$ cat src/rtl/filesize_transfer_scheduler.sv
// Round-robin transfer sequencer: grants one requester at a time, streams
// base..base+size-1 on a valid/ready address port, then pulses done.
module filesize_transfer_scheduler #(
  parameter int NREQ = 4,
  parameter int IDW  = 2,
  parameter int SW   = 32,
  parameter int AW   = 32
) (
  input  logic               clk,
  input  logic               rst_n,
  input  logic [NREQ-1:0]    req,
  input  logic [NREQ*SW-1:0] req_size,
  input  logic [NREQ*AW-1:0] req_base,
  output logic [NREQ-1:0]    ack,
  output logic [NREQ-1:0]    done,
  output logic               out_valid,
  input  logic               out_ready,
  output logic [AW-1:0]      out_addr,
  output logic               out_last,
  output logic               busy,
  output logic [IDW-1:0]     grant_id
);
  typedef enum logic [1:0] {IDLE, RUN, FIN} state_t;

  state_t         state, state_nx;
  logic [IDW-1:0] rr_ptr, gsel;
  logic           gfound;
  logic [SW-1:0]  sel_size, size_p0, count_p0, count_nx;
  logic [AW-1:0]  sel_base, base_p0;
  logic           beat_fire;

  assign beat_fire = out_valid & out_ready;
  assign count_nx  = count_p0 + SW'(1);

  // Winner is the requesting index with the smallest circular distance past rr_ptr.
  always_comb begin
    int best, d;
    gfound   = 1'b0;
    gsel     = '0;
    sel_size = '0;
    sel_base = '0;
    best     = NREQ;
    d        = 0;
    for (int i = 0; i < NREQ; i++) begin
      d = i - int'(rr_ptr) - 1;
      if (d < 0) d = d + NREQ;
      if (req[i] && d < best) begin
        best     = d;
        gfound   = 1'b1;
        gsel     = IDW'(i);
        sel_size = req_size[i*SW +: SW];
        sel_base = req_base[i*AW +: AW];
      end
    end
  end

  always_ff @(posedge clk) begin
    if (!rst_n) state <= IDLE;
    else        state <= state_nx;
  end

  always_comb begin
    state_nx = state;
    case (state)
      IDLE:    if (gfound) state_nx = (sel_size != '0) ? RUN : FIN;
      RUN:     if (beat_fire && out_last) state_nx = FIN;
      FIN:     state_nx = IDLE;
      default: state_nx = IDLE;
    endcase
  end

  // Grant-time capture of the winner's descriptor
  always_ff @(posedge clk) begin
    if (state == IDLE && gfound) begin
      size_p0 <= sel_size;
      base_p0 <= sel_base;
    end
  end

  // Registered control and beat outputs
  always_ff @(posedge clk) begin
    if (!rst_n) begin
      ack       <= '0;
      done      <= '0;
      out_valid <= 1'b0;
      out_last  <= 1'b0;
      out_addr  <= '0;
      busy      <= 1'b0;
      grant_id  <= '0;
      rr_ptr    <= IDW'(NREQ-1);
      count_p0  <= '0;
    end else begin
      ack  <= '0;
      done <= '0;
      case (state)
        IDLE: if (gfound) begin
          ack[gsel] <= 1'b1;
          grant_id  <= gsel;
          busy      <= 1'b1;
          count_p0  <= '0;
          out_valid <= (sel_size != '0);
          out_addr  <= sel_base;
          out_last  <= (sel_size == SW'(1));
        end
        RUN: if (beat_fire) begin
          if (out_last) begin
            out_valid      <= 1'b0;
            out_last       <= 1'b0;
            done[grant_id] <= 1'b1;
          end else begin
            count_p0 <= count_nx;
            out_addr <= base_p0 + AW'(count_nx);
            out_last <= (count_nx == size_p0 - SW'(1));
          end
        end
        FIN: begin
          rr_ptr <= grant_id;
          busy   <= 1'b0;
          // A zero-size grant has no last beat, so its done lands one cycle after ack.
          if (size_p0 == '0) done[grant_id] <= 1'b1;
        end
        default: ;
      endcase
    end
  end
endmodule

$ cat config.mk
export PLATFORM = sky130hd
export DESIGN_NAME = filesize_transfer_scheduler
export DESIGN_NICKNAME = d
export VERILOG_FILES = /design/src/rtl/filesize_transfer_scheduler.sv
export SDC_FILE = /design/constraint.sdc
export NUM_CORES = 1
export LEC_CHECK = 0
export ABC_AREA = 0
export CAP_MARGIN = 5
export CORE_ASPECT_RATIO = 1.2
export CORE_MARGIN = 1.5
export CORE_UTILIZATION = 49
export DETAILED_ROUTE_END_ITERATION = 6
export HOLD_SLACK_MARGIN = 0.02
export PLACE_DENSITY = 0.82
export SLEW_MARGIN = 10
export SYNTH_ARGS = -nofsm -noshare
export SYNTH_HDL_FRONTEND = slang
export SYNTH_SLANG_ARGS = --single-unit
$ cat constraint.sdc
create_clock -name clk -period 8.2 [get_ports clk]
set_clock_uncertainty 0.15 [all_clocks]
set_input_delay 1.64 -clock clk [delete_from_list [all_inputs] [get_ports clk]]
set_output_delay 1.64 -clock clk [all_outputs]
set_load 0.03 [all_outputs]
**After elaboration in Yosys (flattened, before gate mapping)**

Cells that the tools add are included.

- Add/subtract/negate cells: 15
- Magnitude comparators: 12
- Eq/ne operators: 9
- Multiplexer cells: 52
- Bitwise operators: 1
- Reductions and logical operators: 20

Operators with widths:

| cell | number |
|---|---|
| $mux W32 | 21 |
| $pmux W32 S2 | 2 |
| $lt A32 B32 Y1 | 3 |
| $add A32 B1 Y32 const B | 1 |
| $add A32 B32 Y32 | 1 |
| $eq A32 B1 Y1 const B | 1 |
| $eq A32 B32 Y1 | 1 |
| $logic_not A32 Y1 | 1 |
| $lt A32 B4 Y1 const B | 1 |
| $reduce_bool A32 Y1 | 1 |
| $sub A32 B1 Y32 const B | 1 |
| $add A4 B4 Y5 const B | 4 |
| $lt A4 B1 Y1 const B | 4 |
| $sub A3 B2 Y4 const B | 4 |
| $mux W1 | 14 |
| $mux W4 | 3 |
| $mux W2 | 5 |
| $ne A2 B2 Y1 const B | 5 |
| $logic_and A1 B1 Y1 | 8 |
| $pmux W4 S2 | 1 |
| $reduce_and A4 Y1 | 2 |
| $lt A2 B3 Y1 const B | 2 |
| $pmux W1 S2 | 3 |
| $reduce_and A2 Y1 | 3 |
| other kinds (11) | 17 |

- Flip-flop bits (word level): 145
- Input port bits: 263
- Output and inout port bits: 45
- Word-level logic and storage cells: 121

**Depth between registers and ports, before layout**

- Word-level depth: 20
- Mapped depth: 25
- Mapped depth without buffers: 20

**Least setup slack after synthesis**

OpenSTA, ideal clock, no wires.

- Path kind: input to register
- From: input port req[0]
- To: register ack[1]
- Setup time: 95 ps
- Arrival time: 6985 ps
- Required time: 7955 ps
- Path slack: 970 ps
- Stages on the path: 11
- Buffers on the path: 2
- Cells stage by stage: inv_1 -> o32a_1 -> ha_1 -> nor4bb_1 -> o21a_1 -> o21ai_1 -> clkbuf_1 -> clkbuf_1 -> a21boi_1 -> nand3_1 -> a211oi_1

- Longest elaborated chain between the ends: 15
- Elaborated cells between the ends (all ways): 23
- Classes of those cells: order compare: 5; mux: 12; reduce/logical: 6

Ends and longest elaborated chain:

| what | RTL line | source |
|---|---|---|
| start, declared | 11 | `input logic [NREQ-1:0] req,` |
| $logic_and A1 B1 Y1 * | 47 | `if (req[i] && d < best) begin` |
| $mux W32 | 47 |  |
| $lt A32 B32 Y1 | 47 |  |
| $logic_and A1 B1 Y1 | 47 |  |
| $mux W32 | 47 |  |
| $lt A32 B32 Y1 | 47 |  |
| $logic_and A1 B1 Y1 | 47 |  |
| $mux W32 | 47 |  |
| $lt A32 B32 Y1 | 47 |  |
| $logic_and A1 B1 Y1 | 47 |  |
| $mux W2 | 47 |  |
| $lt A2 B3 Y1 (not written as such) / $ge A2 B1 Y1 (equally long branches) | 97 | `ack[gsel] <= 1'b1;` |
| $logic_and A1 B1 Y1 (not written as such) | 97 |  |
| $mux W1 (not written as such) | 97 |  |
| $demux W1 S2 | 97 |  |
| end signal, assigned | 83 | `ack <= '0;` |
| end signal, assigned | 93 | `ack <= '0;` |
| end signal, assigned by index | 97 |  |
| end, declared | 14 | `output logic [NREQ-1:0] ack,` |

Every way passes the cells marked *; elsewhere a longest branch is shown, timed or not.
A chain may end at the register's enable or synchronous reset.

**Worst setup path in the final report**

- From: input port req[0]
- To: register out_addr[10]

- Longest elaborated chain between the ends: 13
- Elaborated cells between the ends (all ways): 22
- Classes of those cells: order compare: 3; eq/ne: 1; mux: 13; reduce/logical: 5

Ends and longest elaborated chain:

| what | RTL line | source |
|---|---|---|
| $logic_and A1 B1 Y1 * | 47 |  |
| $mux W32 | 47 |  |
| $lt A32 B32 Y1 | 47 |  |
| $logic_and A1 B1 Y1 | 47 |  |
| $mux W32 | 47 |  |
| $lt A32 B32 Y1 | 47 |  |
| $logic_and A1 B1 Y1 | 47 |  |
| $mux W32 | 47 |  |
| $lt A32 B32 Y1 | 47 |  |
| $logic_and A1 B1 Y1 | 47 |  |
| $mux W32 * | 47 |  |
| net sel_base[10] | 29 | `logic [AW-1:0] sel_base, base_p0;` |
| $mux W32 * | 96 | `IDLE: if (gfound) begin` |
| $pmux W32 S2 * | 95 | `case (state)` |
| end signal, assigned | 102 | `out_addr <= sel_base;` |
| end signal, assigned | 112 | `out_addr <= base_p0 + AW'(count_nx);` |
| end, declared | 18 | `output logic [AW-1:0] out_addr,` |

The timed path passes the listed nets; every way through them passes the cells marked *. The select of a mux whose other input is x is not followed.

==> results.sh <==
export IMPL_power_switching_mw=2.653
export IMPL_clk_latency_ns=0.44
export IMPL_final_cell_mix="307 x clkdlybuf4s50_1, 175 x nand2_1, 125 x nor2_1"
export IMPL_leakage_nw=5.319
export IMPL_holdPathEnd="out_addr[8]$_SDFFE_PN0P_"
export IMPL_dp_hpwl_um=31160
export IMPL_ys_flop_type="dfxtp_1"
export IMPL_synthTopCellsByArea="edfxtp_1 18%, dfxtp_1 15%, nand2_1 6.1%, xnor2_1 5.5%, ha_1 5.1%"
export IMPL_wl_per_cell_um=21.54
export IMPL_vias_per_cell=6.271
export IMPL_track_usage_pct=34.22
export IMPL_clk_pin_slew_ns=0.06
export IMPL_drive_gt1_share_pct=4.984
export IMPL_grt_overflow_total=0
export IMPL_status="finished, final reports clean"
export IMPL_setup_viol=0
export IMPL_drc=0
export IMPL_swShare_pct=47.88
export IMPL_cts_hold_buffers_added=0
export IMPL_grt_pass1_vias=11144
export IMPL_grt_max_degree=76
export IMPL_end_kind="register"
export IMPL_hold_path_class="register to register"
export IMPL_worstSetupStartpointType="input pin"
export IMPL_grt_antenna_before_repair=0
export IMPL_power_frac_comb_pct=59.1
export IMPL_core_um2=21700
export IMPL_nets=1880
export IMPL_numCtsBuffers=17
export IMPL_intPower_mw=2.889
export IMPL_cp_data_arrival_time_ns=6.15
export IMPL_die_width_um=138.6
export IMPL_wirelength_um=40040
export IMPL_ys_async_sr_fraction_pct=0
export IMPL_timing_final_ws_setup_ns=2.240
export IMPL_cpMostUsedCell="ha_1"
export IMPL_ys_ff_latch=145
export IMPL_maxSlewViolCount=0
export IMPL_powerDensity_nw_per_um2=376.9
export IMPL_finalSetupTns_ns=0
export IMPL_gr_usage_met2_pct=55.72
export IMPL_slowest_stage="clkdlybuf4s50_1"
export IMPL_seqPwrFrac_pct=25.7
export IMPL_drv_cap=0
export IMPL_grtUsageMet3_pct=5.190
export IMPL_start_util_pct=49.85
export IMPL_ys_types=79
export IMPL_ff2ff_path_depth=19
export IMPL_critPathMaxFanout=47
export IMPL_path_class="input pin to register"
export IMPL_clock_path_buffers=2
export IMPL_area_growth_pct=35.92
export IMPL_r2r_start="rr_ptr[0]$_SDFFE_PN1P_"
export IMPL_synth_edff_count=64
export IMPL_yosys_warnings=0
export IMPL_num_rows=59
export IMPL_fin_crit_ns=5.960
export IMPL_cp_data_required_time_ns=8.39
export IMPL_drtIter0Drc=1173
export IMPL_rsz0062_at_grt="no"
export IMPL_diodes=0
export IMPL_max_slew_margin_rel_pct=36.81
export IMPL_worst_slew_pin_slew_ns=0.9468
export IMPL_portBuffers=307
export IMPL_htreeDepth=4
export IMPL_fp_dieH_um=165.8
export IMPL_r2r_setup_slack_ns=2.98
export IMPL_yosys_area_top_type="edfxtp_1"
export IMPL_io_pin_count=308
export IMPL_clock_sinks=145
export IMPL_path_cells="clkdlybuf4s50_1, inv_1, o32a_1, ha_1, nor4bb_1, o21a_1, o21ai_4, o21ai_0, ha_1, nor2b_1, a221oi_1, o211a_4, buf_4, nand2_1, o31ai_1, mux2i_1, a211oi_1"
export IMPL_yosysTopAreaCellShare_pct=17.76
export IMPL_min_from="out_addr[8]$_SDFFE_PN0P_"
export IMPL_synthCells=1314
export IMPL_fmax_mhz=167.8
export IMPL_hold_viol=0
export IMPL_postSynthAreaPerCell_um2=8.234
export IMPL_worst_path_largest_cell_delay_ns=0.63
export IMPL_firstDrtPassIters=6
export IMPL_cts_tree="built"
export IMPL_clockPowerShare_pct=15.2
export IMPL_place_congestion=0.9262
export IMPL_min_path_cells=2
export IMPL_cts_root_buf="clkbuf_16"
export IMPL_final_common_cell="clkdlybuf4s50_1"
export IMPL_post_cts_buffers=0
export IMPL_fin_crit_sh_pct=72.68
export IMPL_drtAntennaViolNets=0
export IMPL_r2r_end="out_addr[10]$_SDFFE_PN0P_"
export IMPL_grt_most_used_layer="met2"
export IMPL_synthesis_area_um2=10820
export IMPL_cts_resized=0
export IMPL_grt_pass1_wl_um=62050
export IMPL_seq_area_frac_synth_pct=32.75
export IMPL_grt_use_met1_pct=47.07
export IMPL_dpl_worst_slack_ns=1.852
export IMPL_dieArea_um2=22980
export IMPL_peakVddDrop_mv=0.5916
export IMPL_vias=11658
## power groups by stage
stage	logic [mW]	registers (mW)	clock network, mW
2_1_floorplan	2.06	1.50	0
3_3_place_gp	3.10	1.42	0
3_5_place_dp	3.17	1.43	0
4_1_cts	3.19	1.42	0.846
5_1_grt	3.56	1.44	0.875
6_report	3.28	1.42	0.845
## per-layer routing
metal  part of all wire (%)  up-vias
li1                       -     5443
met1                     42     5520
met2                     47      620
met3                    8.5       75
met4                    2.7        0
met5                      0        -
## area by class of cell
type | instances | area (um2)
flip-flops and latches | 145 | 3543
clock buffers | 17 | 425.4
multi-input cells | 1057 | 6875
clock inverters | 15 | 207.7
repair buffers | 321 | 3198
fillers | 1804 | 6998
well taps | 274 | 342.8
inverters | 30 | 112.6
## per-stage QoR
step	hold WS (ns)	std cells	power (mW)	instance area, um2	utilization, %
2_1_floorplan	0.2991	1315	3.555	10820	-
3_3_place_gp	0.2905	1826	4.525	14040	64.71
3_5_place_dp	0.3094	1826	4.602	14040	64.71
4_1_cts	0.3179	1858	5.456	14680	67.63
5_1_grt	0.3429	1859	5.877	14710	67.76
6_report	0.3180	1859	5.542	14710	67.76
## worst max-delay path by stage
stage | start | endpoint | slack (ns) | cells past startpoint
final | req[0] | out_addr[10]$_SDFFE_PN0P_ | 2.24 | 17
after global routing | req[0] | out_addr[10]$_SDFFE_PN0P_ | 1.89 | 17
after CTS | req[0] | state[1]$_SDFFE_PN0P_ | 2.29 | 16
after detailed placement | req[0] | state[1]$_SDFFE_PN0P_ | 1.85 | 16
after global placement | req[0] | state[1]$_SDFFE_PN0P_ | 1.96 | 17
after floorplan | req[0] | ack[1]$_SDFF_PN0_ | 0.97 | 11
## state kept, by name, summed over array words and instances, names as in the netlist
name and cells:
busy 1, state 2, ack 4, size_p0 32, out_valid 1, base_p0 32, out_last 1, done 4
out_addr 32, count_p0 32, grant_id 2, rr_ptr 2
## worst max-delay path: cells and delay by family
family,cells,cell delay [ns]
AND/OR/NAND/NOR,3,0.49
buffers and inverters,3,1.15
adder cells (fa/ha/maj),2,0.48
AO/OA/AOI/OAI,8,2.24
multiplexers,1,0.12
## logic make-up (layout without fill, tap and decap cells)
group           count (synthesis)  in the layout  synth area share [%]
buf+inv                       113            383                 4.302
other cells                     1              2               0.03466
fa+ha+maj                      45             45                 5.274
mux                            21             21                 2.024
flops                         145            145                 32.75
simple gates                  515            515                 23.43
xor+xnor                      108            108                 9.321
compound gates                366            366                 22.86
## cell usage after synthesis (6+ instances only)
master / number
nand3_1: 56
o21a_1: 6
nor2b_1: 7
nand2_1: 175
clkbuf_1: 64
a22oi_1: 13
nor3_1: 23
nand4_1: 21
nor3b_1: 8
inv_1: 29
a211oi_1: 12
nor2_1: 125
xnor2_1: 68
nor4_1: 33
mux2_2: 6
a31oi_1: 7
a21o_1: 12
a221oi_1: 57
o41ai_1: 6
and4_1: 7
and3_1: 8
buf_2: 7
buf_1: 7
o21ai_0: 63
mux2i_1: 14
o31ai_1: 57
and2_1: 8
o211ai_1: 14
ha_1: 44
xor2_1: 35
a21oi_1: 93
or3_1: 6
edfxtp_1: 64
or4_1: 7
dfxtp_1: 81
No activity file was read; power rests on OpenSTA's default activity.
